### src/rtl/id_ex_fwd.sv
// ID->EX pipeline register with operand forwarding and load-use hazard detection.
// Holds one EX slot under valid/ready handshaking and counts the cycles lost to load-use stalls.
module id_ex_fwd #(
    parameter int XLEN  = 32,
    parameter int CTRLW = 64
) (
    input  logic             I_clk,
    input  logic             I_rst_n,
    input  logic             I_flush,
    input  logic             I_id_valid,
    output logic             O_id_ready,
    input  logic [XLEN-1:0]  I_id_pc,
    input  logic [CTRLW-1:0] I_id_ctrl,
    input  logic [XLEN-1:0]  I_rs1_rdata,
    input  logic [XLEN-1:0]  I_rs2_rdata,
    input  logic [XLEN-1:0]  I_csr_rdata,
    input  logic [1:0]       I_FWDCtrl_rs1,
    input  logic [1:0]       I_FWDCtrl_rs2,
    input  logic [1:0]       I_FWDCtrl_csr,
    input  logic [XLEN-1:0]  I_ls_rd_wdata,
    input  logic [XLEN-1:0]  I_ls_csr_wdata,
    input  logic [XLEN-1:0]  I_wb_rd_wdata,
    input  logic [XLEN-1:0]  I_wb_csr_wdata,
    input  logic             I_ls_is_load,
    input  logic             I_ls_load_done,
    output logic             O_ex_valid,
    input  logic             I_ex_ready,
    output logic [XLEN-1:0]  O_ex_pc,
    output logic [CTRLW-1:0] O_ex_ctrl,
    output logic [XLEN-1:0]  O_ex_rs1,
    output logic [XLEN-1:0]  O_ex_rs2,
    output logic [XLEN-1:0]  O_ex_csr,
    output logic             O_ld_stall,
    output logic [15:0]      O_ld_stall_cnt
);

    localparam logic [1:0] SEL_NOP = 2'd0;
    localparam logic [1:0] SEL_NFW = 2'd1;
    localparam logic [1:0] SEL_LS  = 2'd2;
    localparam logic [1:0] SEL_WB  = 2'd3;

    typedef enum logic {
        EMPTY = 1'b0,
        VALID = 1'b1
    } state_e;

    function automatic logic [XLEN-1:0] resolve_op(
        input logic [1:0]      sel,
        input logic [XLEN-1:0] nfw_data,
        input logic [XLEN-1:0] ls_data,
        input logic [XLEN-1:0] wb_data
    );
        logic [XLEN-1:0] res;
        case (sel)
            SEL_NOP: res = '0;
            SEL_NFW: res = nfw_data;
            SEL_LS:  res = ls_data;
            SEL_WB:  res = wb_data;
            default: res = '0;
        endcase
        return res;
    endfunction

    function automatic logic [15:0] sat_inc16(input logic [15:0] val);
        return (val == 16'hFFFF) ? val : val + 16'd1;
    endfunction

    state_e           state_q, state_d;
    logic [XLEN-1:0]  pc_q, pc_d;
    logic [CTRLW-1:0] ctrl_q, ctrl_d;
    logic [XLEN-1:0]  rs1_q, rs1_d;
    logic [XLEN-1:0]  rs2_q, rs2_d;
    logic [XLEN-1:0]  csr_q, csr_d;
    logic             ld_stall_q, ld_stall_d;
    logic [15:0]      stall_cnt_q, stall_cnt_d;

    logic             hazard;
    logic             capture;
    logic             stall_evt;
    logic [XLEN-1:0]  rs1_res, rs2_res, csr_res;

    // Only register-file operands can consume the load result; CSR data from LS is always ready.
    assign hazard = I_id_valid & I_ls_is_load & ~I_ls_load_done &
                    ((I_FWDCtrl_rs1 == SEL_LS) | (I_FWDCtrl_rs2 == SEL_LS));

    assign O_ex_valid = (state_q == VALID);
    assign O_id_ready = ~hazard & ~I_flush & (~O_ex_valid | I_ex_ready);
    assign capture    = I_id_valid & O_id_ready;
    assign stall_evt  = hazard & ~I_flush;

    assign rs1_res = resolve_op(I_FWDCtrl_rs1, I_rs1_rdata, I_ls_rd_wdata,  I_wb_rd_wdata);
    assign rs2_res = resolve_op(I_FWDCtrl_rs2, I_rs2_rdata, I_ls_rd_wdata,  I_wb_rd_wdata);
    assign csr_res = resolve_op(I_FWDCtrl_csr, I_csr_rdata, I_ls_csr_wdata, I_wb_csr_wdata);

    always_comb begin
        state_d = state_q;
        if (I_flush) begin
            state_d = EMPTY;
        end else if (capture) begin
            state_d = VALID;
        end else if (state_q == VALID && I_ex_ready) begin
            state_d = EMPTY;
        end
    end

    always_ff @(posedge I_clk or negedge I_rst_n) begin
        if (!I_rst_n) begin
            state_q <= EMPTY;
        end else begin
            state_q <= state_d;
        end
    end

    // Payload only moves on capture, so a stalled EX slot holds its outputs untouched.
    always_comb begin
        pc_d   = pc_q;
        ctrl_d = ctrl_q;
        rs1_d  = rs1_q;
        rs2_d  = rs2_q;
        csr_d  = csr_q;
        if (capture) begin
            pc_d   = I_id_pc;
            ctrl_d = I_id_ctrl;
            rs1_d  = rs1_res;
            rs2_d  = rs2_res;
            csr_d  = csr_res;
        end
    end

    always_comb begin
        ld_stall_d  = stall_evt;
        stall_cnt_d = stall_evt ? sat_inc16(stall_cnt_q) : stall_cnt_q;
    end

    always_ff @(posedge I_clk or negedge I_rst_n) begin
        if (!I_rst_n) begin
            pc_q        <= '0;
            ctrl_q      <= '0;
            rs1_q       <= '0;
            rs2_q       <= '0;
            csr_q       <= '0;
            ld_stall_q  <= 1'b0;
            stall_cnt_q <= '0;
        end else begin
            pc_q        <= pc_d;
            ctrl_q      <= ctrl_d;
            rs1_q       <= rs1_d;
            rs2_q       <= rs2_d;
            csr_q       <= csr_d;
            ld_stall_q  <= ld_stall_d;
            stall_cnt_q <= stall_cnt_d;
        end
    end

    assign O_ex_pc        = pc_q;
    assign O_ex_ctrl      = ctrl_q;
    assign O_ex_rs1       = rs1_q;
    assign O_ex_rs2       = rs2_q;
    assign O_ex_csr       = csr_q;
    assign O_ld_stall     = ld_stall_q;
    assign O_ld_stall_cnt = stall_cnt_q;

endmodule
### config.mk
export PLATFORM = sky130hd
export DESIGN_NAME = id_ex_fwd
export DESIGN_NICKNAME = d
export VERILOG_FILES = /design/src/rtl/id_ex_fwd.sv
export SDC_FILE = /design/constraint.sdc
export NUM_CORES = 1
export LEC_CHECK = 0
export ABC_AREA = 1
export CAP_MARGIN = 40
export CORE_AREA = 4 4 212 214
export CTS_BUF_LIST = sky130_fd_sc_hd__clkbuf_8
export DETAILED_ROUTE_END_ITERATION = 8
export DIE_AREA = 0 0 216 218
export SYNTH_ARGS = -nofsm -noshare
export SYNTH_HDL_FRONTEND = slang
export SYNTH_SLANG_ARGS = --single-unit
### constraint.sdc
create_clock -name I_clk -period 1.7 [get_ports I_clk]
set_input_delay 0.34 -clock I_clk [delete_from_list [all_inputs] [get_ports I_clk]]
set_output_delay 0.34 -clock I_clk [all_outputs]
set_load 0.1 [all_outputs]
==> flow_summary_export.csv <==
group,metric,value,unit
drt,vias_per_cell,4.453,
sta,finalCritPeriodShare,1.102,
synth,async_reset_ff_frac,1.000,
worst_setup_path,cpMostUsedCell,"nand2_2",
worst_setup_path,worstPathRequired,1.36,ns
cells_and_area,fin_nets,2289,
global_routing,grt_pass1_vias,11400,
worst_setup_path,crit_fanout,2,
clock_tree,tritoncts,"yes",
die,num_rows,76,
clock_tree,htreeDepth,2,
sta,fin_crit,1.873,ns
synth,yosysWarnings,0,
cells_and_area,final_layout_size_suffix_gt1_frac,0.2201,
drt,drcViolationCount,0,
sta,clock_skew,0.02648,ns
worst_setup_path,critPathTopFamily,"buffers and inverters",
cells_and_area,stdcell_count,2563,
worst_setup_path,end_kind,"primary output",
pwr,switching_share,0.4503,
pwr,combPwrFrac,0.502,
worst_setup_path,crit_path_start_kind,"primary input",
sta,setup_ws,-0.1734,ns
die,initial_utilization,0.2327,
drt,routed_wirelength,47790,um
pwr,intPower,13450,uW
placement,gp_congestion,0.8973,
global_routing,met3_usage,0.05601,
pwr,powerDensity,1203,mW/mm2
pwr,power.leakage,0.009568,uW
sta,slew_viol_final,0,
clock_tree,clk_pin_slew_worst_paths,0.07,ns
die,die_h,218,um
outcome,status,"finished with violations",
placement,hpwl,35540,um
clock_tree,clk_latency,0.59,ns
synth,synthCells,1344,
synth,avgSynthCellArea,7.424,um2
placement,dp.cells,2465,
clock_tree,cts_sinks,210,
pwr,peakVddDrop,0.6505,mV
synth,synth_flop_cell,"dfrtp_1",
synth,ys_seq_area_frac,0.5266,
worst_setup_path,crit_chain,"clkdlybuf4s50_1 -> inv_1 -> nand2_2 -> nand2_4 -> nand2_2 -> nand2_2 -> nor2_4 -> buf_12",
global_routing,grt-busiest-layer,"met2",
synth,synthesis.area,0.009978,mm2
placement,io_buffers,543,
clock_tree,cts-buffers-inserted,40,
die,coreArea,0.04289,mm2
sta,setup_viol,2,
sta,slew_headroom,0.6231,
synth,ys_seq_elements,210,
pwr,p_switching,11020,uW
global_routing,met1_usage,0.2104,
worst_setup_path,crit_path_start,"I_FWDCtrl_rs2[0]",
worst_setup_path,timing.rr.start,"O_ex_valid$_DFFE_PN0P_",
synth,synth_cell_type_count,18,
cells_and_area,layout_common_cells,"nand2_1, clkdlybuf4s50_1, buf_12",
drt,vias,11410,
outcome,violations,"negative setup slack",
clock_tree,clock_path_buffers,3,
global_routing,grt_pass1_wl,66900,um
worst_setup_path,critPathSlowestCell,"clkdlybuf4s50_1",
die,pin_count,544,
worst_setup_path,r2r_end,"O_ex_csr[16]$_DFFE_PN0P_",
global_routing,grt_antenna_before_repair,4,
worst_setup_path,worstSetupEndpoint,"O_id_ready",
job,cap_viol_max_count,0,
drt,wl_per_cell,18.64,um
clock_tree,cts-root-buf,"clkbuf_8",
global_routing,grt_max_degree,67,
die,die_area,0.04709,mm2
global_routing,gr-total-overflow,0,
drt,drtAntennaViolNets,0,
hold_path,hp-class,"in2async",
synth,synth_edf_count,0,
worst_setup_path,crit_path_max_incr_delay,0.50,ns
sta,max_freq,533.8,MHz
global_routing,grt_usage,0.1827,
cells_and_area,layout_commonest_cell,"nand2_1",
drt,drt_iter0_drc,661,
sta,tightestPinTransition,0.5594,ns
cells_and_area,area_growth,103.9,%
synth,syn_nets,1678,
placement,place_ws,-0.5865,ns
worst_setup_path,crit_buf_inv,3,
pwr,clkPwrFrac,0.222,
sta,rsz0062_at_grt,"yes",
worst_setup_path,cp_num_cells,8,
worst_setup_path,cp.arrival,1.53,ns
worst_setup_path,ff2ff_setup_slack,0.04,ns
die,die_x,216,um
global_routing,met2_usage,0.3244,
drt,first_pass_iters,6,
worst_setup_path,worstSetupPathType,"in2out",
worst_setup_path,reg2reg_depth,12,
pwr,p_seq_frac,0.276,
sta,finalHoldViolCount,0,
==> flip-flops by register name (all words and copies together) (netlist names) <==
signal	cells
O_ex_csr	32
O_ld_stall	1
O_ex_ctrl	64
O_ex_valid	1
O_ld_stall_cnt	16
O_ex_rs1	32
O_ex_pc	32
O_ex_rs2	32
==> timing repair <==
| item | 4_1_cts | 5_1_grt |
|---|---|---|
| hold endpoints to repair | 190 | 0 |
| gates resized for setup | 15 | 69 |
| pin swaps | 4 | 3 |
| endpoints found under the setup margin | 5 | 178 |
| hold buffers | 1 | 0 |
| cloned | 0 | 21 |
| setup buffers | 6 | 7 |
==> worst reg2reg max path: stages, from the launching register on <==
cell       delay [ns]
dfrtp_2          0.36
nand2_2          0.06
inv_2            0.06
buf_4            0.10
nor2_2           0.03
buf_4            0.13
nand3_4          0.10
buf_12           0.21
clkinv_16        0.11
buf_12           0.14
buf_16           0.14
nand2_2          0.06
nand2_1          0.04
==> cells in the mapped netlist, types with 6 or more instances <==
master | number | area, um2
nor2_1 | 24 | 90.09
clkbuf_1 | 23 | 86.33
o21ai_0 | 81 | 405.4
buf_4 | 8 | 60.06
a21oi_1 | 46 | 230.2
nand2_1 | 793 | 2977
dfrtp_1 | 210 | 5255
buf_6 | 13 | 146.4
inv_1 | 39 | 146.4
xnor2_1 | 6 | 52.55
nand3_1 | 61 | 305.3
nand4_1 | 6 | 37.54
buf_2 | 25 | 125.1
==> cells by family after synthesis <==
| family | count (synthesis) | share of synthesized area |
|---|---|---|
| fa+ha+maj | 1 | 0.001254 |
| xor+xnor | 6 | 0.005266 |
| compound gates | 127 | 0.06370 |
| simple gates | 890 | 0.3458 |
| buf+inv | 110 | 0.05730 |
| flops | 210 | 0.5266 |
==> metrics by stage <==
step	instance area (um2)	util	setup TNS (ns)	total power [uW]	hold slack [ns]
after floorplan	10020	-	0	13230	0.04441
after global placement	18710	0.4363	-98.54	18830	0.2401
after detailed placement	18710	0.4363	-108.05	18900	0.2398
after CTS	19640	0.4579	-0.2787	24480	0.1878
after global routing	20340	0.4743	-1.265	25380	0.2266
final	20340	0.4743	-0.2085	24470	0.2376
==> how the worst min path moves through the flow <==
stage / end / slack [ns] / cells past startpoint
finish: O_ex_csr[18]$_DFFE_PN0P_ / 0.24 / 2
global route: O_ex_csr[18]$_DFFE_PN0P_ / 0.23 / 2
CTS: O_ex_csr[18]$_DFFE_PN0P_ / 0.19 / 2
detailed placement: O_ex_csr[3]$_DFFE_PN0P_ / 0.24 / 1
global placement: O_ex_csr[3]$_DFFE_PN0P_ / 0.24 / 1
floorplan: O_ex_csr[0]$_DFFE_PN0P_ / 0.04 / 0
==> power groups by stage <==
stage          registers, uW  clock network, uW  logic (uW)
3_3_place_gp            6790                  0       12000
4_1_cts                 6750               5600       12100
3_5_place_dp            6810                  0       12100
6_report                6760               5420       12300
2_1_floorplan          12100                  0        1160
5_1_grt                 6850               5830       12700
==> cell type report <==
| class | instances | area [um2] |
|---|---|---|
| flip-flops and latches | 210 | 5283 |
| repair inverters | 1 | 30.03 |
| repair buffers | 635 | 8941 |
| clock inverters | 12 | 142.6 |
| clock buffers | 51 | 701.9 |
| multi-input cells | 1026 | 4327 |
| inverters | 41 | 180.2 |
| well taps | 585 | 732.0 |
| diodes | 2 | 5.005 |
| fillers | 4029 | 22540 |
==> layer usage <==
layer / part of all wire / vias to the layer above
met5: 0.00054 / -
met4: 0.027 / 4
met3: 0.088 / 74
met2: 0.51 / 578
met1: 0.38 / 5358
li1: - / 5400
Note: power is estimated with default switching activity, not from simulation.
